[config.mk]
export PLATFORM = sky130hd
export DESIGN_NAME = adder_stim_check
export DESIGN_NICKNAME = d
export VERILOG_FILES = /design/src/rtl/adder_stim_check.sv
export SDC_FILE = /design/constraint.sdc
export NUM_CORES = 1
export LEC_CHECK = 0
export CAP_MARGIN = 10
export CORE_MARGIN = 2
export CORE_UTILIZATION = 40
export CTS_CLUSTER_SIZE = 12
export DETAILED_ROUTE_END_ITERATION = 8
export GPL_TIMING_DRIVEN = 0
export PLACE_DENSITY = 0.66
export SLEW_MARGIN = 10
export SYNTH_ARGS = -nofsm -noshare
export SYNTH_HDL_FRONTEND = slang
export SYNTH_SLANG_ARGS = --single-unit
[constraint.sdc]
create_clock -name clk -period 6.3 [get_ports clk]
set_clock_uncertainty 0.05 [all_clocks]
set_input_delay 0.63 -clock clk [delete_from_list [all_inputs] [get_ports clk]]
set_output_delay 0.63 -clock clk [all_outputs]
set_load 0.05 [all_outputs]
[src/rtl/adder_stim_check.sv]
// Stimulus/checker harness for three BITWIDTH-bit adders: drives one vector, waits SETTLE cycles,
// compares every adder against a full-width golden sum and keeps saturating error statistics.
module adder_stim_check #(
   parameter int unsigned BITWIDTH = 8,
   parameter int unsigned SETTLE   = 2
) (
   input  logic                clk,
   input  logic                rst,
   input  logic                in_valid,
   output logic                in_ready,
   input  logic [BITWIDTH-1:0] op_a,
   input  logic [BITWIDTH-1:0] op_b,
   input  logic                op_cin,
   output logic [BITWIDTH-1:0] bits_a,
   output logic [BITWIDTH-1:0] bits_b,
   output logic                carry_in,
   input  logic [BITWIDTH-1:0] sum_rca,
   input  logic [BITWIDTH-1:0] sum_prefix,
   input  logic [BITWIDTH-1:0] sum_cla,
   input  logic                cout_rca,
   input  logic                cout_prefix,
   input  logic                cout_cla,
   input  logic                clr_cnt,
   output logic                result_valid,
   output logic [2:0]          fail_mask,
   output logic [15:0]         err_rca,
   output logic [15:0]         err_prefix,
   output logic [15:0]         err_cla,
   output logic [15:0]         vec_cnt
);

   localparam logic [1:0] StIdle  = 2'd0;
   localparam logic [1:0] StWait  = 2'd1;
   localparam logic [1:0] StCheck = 2'd2;

   localparam logic [3:0]  SettleInit = 4'(SETTLE);
   localparam logic [15:0] CntMax     = 16'hFFFF;

   logic [1:0]          state_q, state_d;
   logic [3:0]          settle_q, settle_d;
   logic [BITWIDTH:0]   golden_q, golden_d;
   logic [BITWIDTH-1:0] bits_a_q, bits_a_d;
   logic [BITWIDTH-1:0] bits_b_q, bits_b_d;
   logic                carry_in_q, carry_in_d;
   logic [2:0]          fail_mask_q, fail_mask_d;
   logic                result_valid_q, result_valid_d;
   logic [15:0]         err_rca_q, err_rca_d;
   logic [15:0]         err_prefix_q, err_prefix_d;
   logic [15:0]         err_cla_q, err_cla_d;
   logic [15:0]         vec_cnt_q, vec_cnt_d;

   logic [2:0]          mismatch;
   logic                accept;
   logic                check;

   function automatic logic [15:0] sat_inc(input logic [15:0] cnt, input logic en);
      if (en && (cnt != CntMax)) begin
         return cnt + 16'd1;
      end
      return cnt;
   endfunction

   assign accept = (state_q == StIdle) && in_valid;
   assign check  = (state_q == StCheck);

   // Compare with carry-out included so overflow into bit BITWIDTH is checked too.
   assign mismatch[0] = ({cout_rca, sum_rca} != golden_q);
   assign mismatch[1] = ({cout_prefix, sum_prefix} != golden_q);
   assign mismatch[2] = ({cout_cla, sum_cla} != golden_q);

   always_comb begin
      state_d        = state_q;
      settle_d       = settle_q;
      golden_d       = golden_q;
      bits_a_d       = bits_a_q;
      bits_b_d       = bits_b_q;
      carry_in_d     = carry_in_q;
      fail_mask_d    = fail_mask_q;
      result_valid_d = 1'b0;

      unique case (state_q)
         StIdle: begin
            if (accept) begin
               bits_a_d   = op_a;
               bits_b_d   = op_b;
               carry_in_d = op_cin;
               golden_d   = {1'b0, op_a} + {1'b0, op_b} + {{BITWIDTH{1'b0}}, op_cin};
               settle_d   = SettleInit;
               state_d    = StWait;
            end
         end
         StWait: begin
            settle_d = settle_q - 4'd1;
            if (settle_q <= 4'd1) begin
               settle_d = 4'd0;
               state_d  = StCheck;
            end
         end
         StCheck: begin
            fail_mask_d    = mismatch;
            result_valid_d = 1'b1;
            state_d        = StIdle;
         end
         default: begin
            state_d = StIdle;
         end
      endcase
   end

   // A clear coinciding with a check edge suppresses that check's increments.
   always_comb begin
      err_rca_d    = err_rca_q;
      err_prefix_d = err_prefix_q;
      err_cla_d    = err_cla_q;
      vec_cnt_d    = vec_cnt_q;
      if (clr_cnt) begin
         err_rca_d    = 16'd0;
         err_prefix_d = 16'd0;
         err_cla_d    = 16'd0;
         vec_cnt_d    = 16'd0;
      end else if (check) begin
         err_rca_d    = sat_inc(err_rca_q, mismatch[0]);
         err_prefix_d = sat_inc(err_prefix_q, mismatch[1]);
         err_cla_d    = sat_inc(err_cla_q, mismatch[2]);
         vec_cnt_d    = sat_inc(vec_cnt_q, 1'b1);
      end
   end

   always_ff @(posedge clk or posedge rst) begin
      if (rst) begin
         state_q        <= StIdle;
         settle_q       <= 4'd0;
         golden_q       <= '0;
         bits_a_q       <= '0;
         bits_b_q       <= '0;
         carry_in_q     <= 1'b0;
         fail_mask_q    <= 3'b000;
         result_valid_q <= 1'b0;
      end else begin
         state_q        <= state_d;
         settle_q       <= settle_d;
         golden_q       <= golden_d;
         bits_a_q       <= bits_a_d;
         bits_b_q       <= bits_b_d;
         carry_in_q     <= carry_in_d;
         fail_mask_q    <= fail_mask_d;
         result_valid_q <= result_valid_d;
      end
   end

   always_ff @(posedge clk or posedge rst) begin
      if (rst) begin
         err_rca_q    <= 16'd0;
         err_prefix_q <= 16'd0;
         err_cla_q    <= 16'd0;
         vec_cnt_q    <= 16'd0;
      end else begin
         err_rca_q    <= err_rca_d;
         err_prefix_q <= err_prefix_d;
         err_cla_q    <= err_cla_d;
         vec_cnt_q    <= vec_cnt_d;
      end
   end

   assign in_ready     = (state_q == StIdle) && !rst;
   assign bits_a       = bits_a_q;
   assign bits_b       = bits_b_q;
   assign carry_in     = carry_in_q;
   assign result_valid = result_valid_q;
   assign fail_mask    = fail_mask_q;
   assign err_rca      = err_rca_q;
   assign err_prefix   = err_prefix_q;
   assign err_cla      = err_cla_q;
   assign vec_cnt      = vec_cnt_q;

endmodule

==> results.toml <==
[synth]
ys_types = 51
synthMuxAreaShare_pct = 3.661
yosys-top-cells-area = "dfrtp_1 (44%), nand2_1 (6.1%), xnor2_1 (5.5%)"
synthFlopType = "dfrtp_1"
synth_area_um2 = 5708
synth_top_area_share_pct = 43.84
synth_compound_area_share_pct = 11.42
synth_fa_ha_area_share_pct = 3.551
synth_seq_cells = 100
synth_nets = 690
synthXorXnorAreaFrac_pct = 6.291
synth-edff-count = 0
synth_top_area_cell = "dfrtp_1"
synthArstFlopShare_pct = 100.0
synth_top_family_by_area = "simple AND/OR/NAND/NOR gates"
yosysWarnings = 0
synth_area_per_cell_um2 = 9.104
synthSimpleGateAreaFrac_pct = 28.74
synth_common_cells = "dfrtp_1 (100), nand2_1 (93), nor2_1 (44)"
yosysMostFrequentCell = "dfrtp_1"
ys_seq_area_share_pct = 43.84
synthCells = 627

[finish]
final_nets = 835
drive_gt1_share_pct = 5.792
num_antenna_cells = 0
regArea_um2 = 2502
fillers = 1262
syn_to_final_growth_pct = 33.12
multi_input_area_um2 = 3063

[pwr]
seqPwrFrac_pct = 37.4
p_leak_uw = 0.002979
ir_worst_vdd_mv = 0.2873
p_switching_uw = 987.1
pwr-share-clk_pct = 23.4
p_comb_share_pct = 39.2
fin_total_pwr_uw = 2411
internal-power_uw = 1424
power.share.switching_pct = 40.94
powerDensity_nw_per_um2 = 317.3

[worst_setup_path]
worst_setup_path_end_kind = "output port"
crit_type = "in2out"
crit_fanout = 2
crit_arrival_ns = 2.11
startpoint_type = "primary input"
worst_ep_required_time_ns = 5.62

[floorplanning]
die-area_um2 = 15240
num_rows = 43
initial_core_util_pct = 40.96
coreArea_um2 = 13930
ios = 134
die_h_um = 123.5
die_width_um = 123.5

[cts]
cts_hold_buf = 0
clk_root_buffer_cell = "clkbuf_16"
htreeDepth = 3
cts_inserted_buffers = 9
clk_pin_slew_worst_paths_ns = 0.07
cts_buffer_depth = 2
clock_sinks = 100
cts_tree = "done"
cts_resized = 0
cts_setup_buffers = 0
clock_latency_ns = 0.34

[timing]
final_max_slew_viol_count = 0
setup_viol = 0
fin_crit_ns = 2.788
rsz0062_at_grt = "no"
tns_ns = 0
worstMarginPinSlew_ns = 0.6959
finalHoldViolations = 0
slew_headroom_pct = 53.18
setup_slack_ns = 3.512
max_freq_mhz = 358.7
period_share_pct = 44.25

[route]
initialDrtViolationCount = 506
drtAntennaViolNets = 0
routedWlPerCell_um = 16.84
wl_um = 16110
viasPerCell = 5.646
drc_errors = 0
num_vias = 5403
dr.pass1.iters = 8

[placement]
dpl.hpwl_um = 12070
port_buffers = 133
pre_cts_slack_ns = 3.191
gp_congestion = 0.8642

[global_routing]
grt_overflow = 0
antenna_found_initial = 0
grt_pass1_vias = 5262
grt_max_degree = 57
grt_pass1_wl_um = 26100
grtUsageTotal_pct = 21.94

[status]
status = "finished, final reports clean"

[flow_run]
maxCapViolCount = 0

[min_path]
hold_class = "reg2reg"
[cell type report]
type                       count  area share [%]
clock inverter                 5          0.8068
clock buffer                  11           3.194
timing repair buffer         134           17.88
multi-input combinational    491           40.31
inverter                      10          0.5269
buffer                        26           1.383
tap                          180           2.964
sequential                   100           32.93
[stage by stage]
| stage | hold WS (ns) | util, % | area [um2] | instances |
|---|---|---|---|---|
| 2_1_floorplan | 0.4461 | - | 5708 | 627 |
| 3_3_place_gp | 0.4131 | 52.13 | 7264 | 940 |
| 3_5_place_dp | 0.4113 | 52.35 | 7295 | 941 |
| 4_1_cts | 0.4383 | 54.53 | 7599 | 957 |
| 5_1_grt | 0.4655 | 54.53 | 7599 | 957 |
| 6_report | 0.4358 | 54.53 | 7599 | 957 |
[final timing paths]
kind	start	depth (start not counted)	to	slack [ns]
worst max register to register	err_rca[0]	7	err_rca[15]	3.95
worst min-delay path	fail_mask[0]	2	fail_mask[0]	0.44
min in group asynchronous	rst	2	bits_b[6]	0.70
worst max-delay path	rst	3	in_ready	3.51
worst min register to register	fail_mask[0]	2	fail_mask[0]	0.44
max in group asynchronous	rst	3	vec_cnt[5]	4.84
[layer usage]
layer / GRT usage, % / part of all wire, % / wire (um)
met2: 36.13 / 48 / 7685
met1: 28.38 / 44 / 7147
met3: 4.705 / 6.3 / 1018
met4: 8.097 / 1.6 / 262
met5: 0 / 0 / 0
[sequential cells by signal (all words and copies together) (netlist names)]
name,count
bits_a,8
bits_b,8
carry_in,1
err_cla,16
err_prefix,16
err_rca,16
fail_mask,3
golden_q,9
result_valid,1
settle_q,4
state_q,2
vec_cnt,16
[cell families after synthesis]
family                   after synthesis
buffers and inverters                 36
flip-flops                           100
AO/OA/AOI/OAI                        105
multiplexers                          19
XOR/XNOR                              41
adder cells (fa/ha/maj)               15
AND/OR/NAND/NOR                      311
[critical path, cell delays in order]
cell and delay (ns):
clkdlybuf4s50_1 0.46, nor3_1 0.15, clkdlybuf4s50_1 0.87
[power by group through the flow]
| stage | registers (uW) | clock network, uW | logic [uW] |
|---|---|---|---|
| after global placement | 905 | 0 | 923 |
| after floorplan | 1120 | 0 | 393 |
| after CTS | 900 | 578 | 950 |
| after global routing | 918 | 605 | 1040 |
| final | 902 | 564 | 945 |
| after detailed placement | 906 | 0 | 950 |
[cells in the final DEF, fill, tap and decap left out, types with 13 or more instances in the layout]
cell type / n
nand3_1: 26
nand4_1: 26
ha_1: 13
nor4_1: 15
o21ai_0: 23
nor2_1: 44
or4_1: 23
or3_1: 13
o31ai_1: 23
a21oi_1: 35
clkbuf_1: 21
nor3_1: 18
clkdlybuf4s50_1: 133
dfrtp_1: 100
nand2_1: 93
mux2_2: 14
nor2b_1: 16
xnor2_1: 36
Note: power is estimated with default switching activity, not from simulation.
